$ cat src/rtl/mem_port_arbiter_pkg.sv
// Shared encodings and default bus widths for the unified-memory port arbiter.
package mem_port_arbiter_pkg;

   localparam int DEF_ADDR_W = 32;
   localparam int DEF_DATA_W = 32;

   typedef enum logic [1:0] {
      ST_IDLE   = 2'd0,
      ST_ACCESS = 2'd1,
      ST_DONE   = 2'd2
   } state_e;

   typedef enum logic {
      OWN_IF = 1'b0,
      OWN_D  = 1'b1
   } owner_e;

endpackage

$ cat src/rtl/mem_port_arbiter_lat_counter.sv
// Access-latency down-counter: loaded on grant, terminal count flags the last ACCESS cycle.
module mem_lat_counter #(
   parameter int MEM_LAT = 2
) (
   input  logic clock,
   input  logic reset_n,
   input  logic load,
   input  logic dec,
   output logic lat_last
);

   localparam int CNT_W = (MEM_LAT > 1) ? $clog2(MEM_LAT) : 1;
   localparam logic [CNT_W-1:0] LOAD_VAL = CNT_W'(MEM_LAT - 1);

   logic [CNT_W-1:0] cnt_q, cnt_d;

   always_comb begin
      cnt_d = cnt_q;
      if (load) begin
         cnt_d = LOAD_VAL;
      end else if (dec && (cnt_q != '0)) begin
         cnt_d = cnt_q - 1'b1;
      end
   end

   assign lat_last = dec && (cnt_q == '0);

   always_ff @(posedge clock) begin
      if (!reset_n) begin
         cnt_q <= '0;
      end else begin
         cnt_q <= cnt_d;
      end
   end

endmodule

$ cat src/rtl/mem_port_arbiter.sv
// Single-ported memory arbiter between IF and MEM stages: data priority with a fetch
// anti-starvation guard, mem_* held from grant latches for the whole access.
//
//   state     | meaning
//   ST_IDLE   | arbitrate; grant latches owner/addr/we/wdata
//   ST_ACCESS | drive memory for MEM_LAT cycles, capture rdata on the last
//   ST_DONE   | owner's ready pulses for one cycle
module mem_port_arbiter
   import mem_port_arbiter_pkg::*;
#(
   parameter int ADDR_W     = DEF_ADDR_W,
   parameter int DATA_W     = DEF_DATA_W,
   parameter int MEM_LAT    = 2,
   parameter int STARVE_MAX = 4
) (
   input  logic              clock,
   input  logic              reset_n,
   input  logic              if_req,
   input  logic [ADDR_W-1:0] if_addr,
   output logic [DATA_W-1:0] if_rdata,
   output logic              if_ready,
   input  logic              d_req,
   input  logic              d_we,
   input  logic [ADDR_W-1:0] d_addr,
   input  logic [DATA_W-1:0] d_wdata,
   output logic [DATA_W-1:0] d_rdata,
   output logic              d_ready,
   output logic              mem_en,
   output logic              mem_we,
   output logic [ADDR_W-1:0] mem_addr,
   output logic [DATA_W-1:0] mem_wdata,
   input  logic [DATA_W-1:0] mem_rdata,
   output logic              stall_if,
   output logic              stall_mem
);

   localparam int STV_W = $clog2(STARVE_MAX + 1);
   localparam logic [STV_W-1:0] STARVE_LIM = STV_W'(STARVE_MAX);

   state_e            state_q, state_d;
   owner_e            owner_q, owner_d;
   logic [ADDR_W-1:0] addr_q, addr_d;
   logic              we_q, we_d;
   logic [DATA_W-1:0] wdata_q, wdata_d;
   logic [STV_W-1:0]  starve_q, starve_d;
   logic [DATA_W-1:0] if_rdata_q, if_rdata_d;
   logic [DATA_W-1:0] d_rdata_q, d_rdata_d;
   logic              if_ready_q, if_ready_d;
   logic              d_ready_q, d_ready_d;
   logic              grant;
   logic              in_access;
   logic              lat_last;

   assign in_access = (state_q == ST_ACCESS);

   mem_lat_counter #(
      .MEM_LAT (MEM_LAT)
   ) u_lat_counter (
      .clock    (clock),
      .reset_n  (reset_n),
      .load     (grant),
      .dec      (in_access),
      .lat_last (lat_last)
   );

   always_comb begin
      state_d    = state_q;
      owner_d    = owner_q;
      addr_d     = addr_q;
      we_d       = we_q;
      wdata_d    = wdata_q;
      starve_d   = starve_q;
      if_rdata_d = if_rdata_q;
      d_rdata_d  = d_rdata_q;
      if_ready_d = 1'b0;
      d_ready_d  = 1'b0;
      grant      = 1'b0;
      case (state_q)
         ST_IDLE: begin
            if (if_req || d_req) begin
               grant   = 1'b1;
               state_d = ST_ACCESS;
               // Fetch only beats a pending data request once it has lost STARVE_MAX times in a row.
               if (if_req && (!d_req || (starve_q == STARVE_LIM))) begin
                  owner_d  = OWN_IF;
                  addr_d   = if_addr;
                  we_d     = 1'b0;
                  wdata_d  = '0;
                  starve_d = '0;
               end else begin
                  owner_d = OWN_D;
                  addr_d  = d_addr;
                  we_d    = d_we;
                  wdata_d = d_wdata;
                  if (if_req && (starve_q < STARVE_LIM)) begin
                     starve_d = starve_q + 1'b1;
                  end
               end
            end
         end
         ST_ACCESS: begin
            if (lat_last) begin
               state_d = ST_DONE;
               if (owner_q == OWN_IF) begin
                  if_rdata_d = mem_rdata;
                  if_ready_d = 1'b1;
               end else begin
                  d_ready_d = 1'b1;
                  if (!we_q) begin
                     d_rdata_d = mem_rdata;
                  end
               end
            end
         end
         ST_DONE: begin
            state_d = ST_IDLE;
         end
         default: begin
            state_d = ST_IDLE;
         end
      endcase
   end

   always_ff @(posedge clock) begin
      if (!reset_n) begin
         state_q    <= ST_IDLE;
         owner_q    <= OWN_IF;
         addr_q     <= '0;
         we_q       <= 1'b0;
         wdata_q    <= '0;
         starve_q   <= '0;
         if_rdata_q <= '0;
         d_rdata_q  <= '0;
         if_ready_q <= 1'b0;
         d_ready_q  <= 1'b0;
      end else begin
         state_q    <= state_d;
         owner_q    <= owner_d;
         addr_q     <= addr_d;
         we_q       <= we_d;
         wdata_q    <= wdata_d;
         starve_q   <= starve_d;
         if_rdata_q <= if_rdata_d;
         d_rdata_q  <= d_rdata_d;
         if_ready_q <= if_ready_d;
         d_ready_q  <= d_ready_d;
      end
   end

   assign mem_en    = in_access;
   assign mem_we    = in_access && we_q;
   assign mem_addr  = addr_q;
   assign mem_wdata = wdata_q;
   assign if_rdata  = if_rdata_q;
   assign d_rdata   = d_rdata_q;
   assign if_ready  = if_ready_q;
   assign d_ready   = d_ready_q;
   assign stall_if  = if_req && !if_ready_q;
   assign stall_mem = d_req && !d_ready_q;

endmodule

$ cat config.mk
export PLATFORM = sky130hd
export DESIGN_NAME = mem_port_arbiter
export DESIGN_NICKNAME = d
export VERILOG_FILES = /design/src/rtl/mem_port_arbiter_pkg.sv /design/src/rtl/mem_port_arbiter_lat_counter.sv /design/src/rtl/mem_port_arbiter.sv
export SDC_FILE = /design/constraint.sdc
export NUM_CORES = 1
export LEC_CHECK = 0
export CAP_MARGIN = 15
export CORE_MARGIN = 3
export CORE_UTILIZATION = 42
export CTS_CLUSTER_DIAMETER = 150
export DETAILED_ROUTE_END_ITERATION = 7
export PLACE_DENSITY_LB_ADDON = 0.12
export SYNTH_ARGS = -nofsm -noshare
export SYNTH_HDL_FRONTEND = slang
export SYNTH_HIERARCHICAL = 1
export SYNTH_SLANG_ARGS = --single-unit
$ cat constraint.sdc
create_clock -name clock -period 2 [get_ports clock]
set_clock_uncertainty 0.15 [all_clocks]
set_input_delay 0.2 -clock clock [delete_from_list [all_inputs] [get_ports clock]]
set_output_delay 0.2 -clock clock [all_outputs]
set_load 0.02 [all_outputs]
==> flow_summary.yaml, run 1 <==
grt:
  grt_pass1_wl_mm: 31.4
  track_usage_pct: 24.5
  grt_max_degree: 66
  antenna_found_initial: 0
  grt_overflow_total: 0
  grt_pass1_vias: 6133
routing:
  wire_per_inst_um: 17.9
  vias: 6241
  vias_per_cell: 5.68
  drtAntennaViolNets: 0
  drt_first_pass_iters: 5
  totalWireLength_mm: 19.6
  drt-initial-drc-count: 470
  drc_errors: 0
power:
  p_leak_nw: 3.39
  cellPowerDensity_mw_per_mm2: 807
  ir_drop_mv: 0.459
placed_design:
  portBuffers: 266
  post_dp_cell_area_mm2: 0.00870
  gp_congestion: 0.780
  place_ws_ns: 0.0380
  hpwl_mm: 13.3
worst_setup_path:
  crit_arrival_ns: 1.52
  cp-start-kind: "flop"
  crit_type: "flop to primary output"
  crit_required_ns: 1.65
  ff2ff_setup_slack_ns: 0.15
  crit_fanout: 8
  rr_endpoint: "mem_addr[30]"
  startpoint: "state_q[1]"
  cp-endpoint: "mem_we"
  reg2regPathDepth: 6
  reg2reg_from: "starve_q[1]"
  end_kind: "primary output"
timing:
  min_period_ns: 1.87
  rsz0062_at_grt: "false"
  tightest_slew_ns: 0.644
  fin_tns_setup_ns: 0
  maxSlewViolCount: 0
  finalCritPeriodShare_pct: 93.7
  hold_violations: 0
  fmax_ghz: 0.533
  whs_ns: 0.197
  max_slew_margin_pct: 57.1
  setup-violations-final: 0
  setup_ws_ns: 0.126
yosys:
  yosysUniqueCellTypes: 36
  synth_nets: 819
  synth_cells: 684
  ys_ff_latch: 138
  async_flop_share_pct: 0
  synth-main-ff-cell: "dfxtp_1"
  ys_seq_area_share_pct: 46.6
  ys_warn_count: 6
  synth_edf_count: 0
  synth_area_mm2: 0.00593
  postSynthAreaPerCell_um2: 8.67
cts:
  cts_tree: "built"
  clkTransAtPathRegs_ns: 0.06
  tritoncts.num_buffers: 17
  cts_hold_buf: 0
  cts_resized: 3
  insertion_delay_ns: 0.41
  cts_buffer_depth: 2
  cts_num_sinks: 138
  htreeDepth: 4
  postCtsSetupBuffers: 0
  cts_root_buf: "clkbuf_16"
job:
  cap_violations: 0
die:
  die_h_um: 125
  dieArea_mm2: 0.0156
  die_w_um: 125
  floorplan.rows: 42
  core_mm2: 0.0135
  ioPinCount: 267
  initial_core_util_pct: 43.9
layout:
  final_cell_area_mm2: 0.00925
  area_delta_synth_final_pct: 56.1
  final_common_cell: "clkdlybuf4s50_1"
  final_nets: 1045
  fillCellCount: 1036
  diodes: 0
  drive_gt1_share_pct: 6.93
  layout_common_cells: "263 x clkdlybuf4s50_1, 137 x dfxtp_1, 100 x a21oi_1"
run_status:
  outcome: "finished, final reports clean"
worst_hold_path:
  hold_class: "primary input to flop"
==> registers in the layout, summed over array words and instances, names as in the netlist, 2 cells and up <==
register,flops
d_rdata,32
if_rdata,32
mem_addr,32
mem_wdata,32
starve_q,3
state_q,2
==> cell usage after synthesis (4+ instances only) <==
cell,n,area share (%)
and3_1,33,3.5
o21bai_1,32,4.1
a21boi_0,32,4.1
o2111ai_1,33,4.9
buf_6,4,0.76
nor2_1,5,0.32
clkbuf_1,45,2.8
a21oi_1,100,8.4
o311a_1,32,5.4
inv_1,4,0.25
o21ai_0,67,5.7
nand2_1,65,4.1
buf_2,26,2.2
nor2b_1,5,0.53
dfxtp_1,138,47
buf_1,7,0.44
nand3_1,33,2.8
==> where the power goes <==
group | switching [mW] | internal, mW | total, mW | leakage [nW]
sequential | 0.0863 | 2.91 | 3.00 | 1.13
clock | 1.18 | 1.74 | 2.91 | 0.263
combinational | 0.783 | 0.769 | 1.55 | 2.00
total | 2.05 | 5.42 | 7.47 | 3.39
==> through the flow <==
step | cells | power [mW] | utilization [%]
after floorplan | 684 | 3.83 | -
after global placement | 1067 | 4.57 | 64.4
after detailed placement | 1067 | 4.61 | 64.4
after CTS | 1099 | 7.52 | 68.5
after global routing | 1099 | 7.76 | 68.5
final | 1099 | 7.47 | 68.5
==> critical path, stage by stage (launching register included) <==
cell and delay [ns]:
dfxtp_2 0.36, nor2b_2 0.15, buf_4 0.15, and2_1 0.12
dlygate4sd2_1 0.34
==> routing by layer <==
metal | global-route usage [%] | vias up | routed length (µm)
li1 | - | 2967 | -
met1 | 27.9 | 2984 | 7790
met2 | 42.6 | 253 | 9780
met3 | 7.59 | 37 | 1570
met4 | 9.67 | 0 | 476
met5 | 0 | - | 0
==> cell type report <==
cell class	count	area (µm²)	area share (%)
Sequential cell	138	2760	29.9
Timing Repair Buffer	290	2910	31.5
Inverter	5	18.8	0.203
Clock inverter	11	98.8	1.07
Multi-Input combinational cell	458	2790	30.1
Tap cell	176	220	2.38
Clock buffer	21	450	4.87
==> worst min path at each step <==
stage	startpoint	endpoint	slack, ns	depth (start not counted)
5_1_grt	mem_rdata[13]	if_rdata[13]	0.21	3
3_3_place_gp	if_rdata[14]	if_rdata[14]	0.29	2
2_1_floorplan	reset_n	u_lat_counter/cnt_q	0.17	1
4_1_cts	if_req	starve_q[0]	0.18	4
3_5_place_dp	if_rdata[23]	if_rdata[23]	0.30	2
6_report	if_req	starve_q[1]	0.20	4
==> cell families after synthesis <==
| group | Yosys count | synth area share, % |
|---|---|---|
| AOI/OAI and AO/OA | 301 | 33.2 |
| and+or+nand+nor | 155 | 13.1 |
| buffers and inverters | 88 | 6.65 |
| DFF | 138 | 46.6 |
| adders and majority gates | 2 | 0.422 |
No activity file was read; power rests on OpenSTA's default activity.
==> run 2: changes to the inputs <==
- SLEW_MARGIN: default -> 20
==> results of run 2 <==
No change in the layout: final DEF, timing and power equal those of run 1.
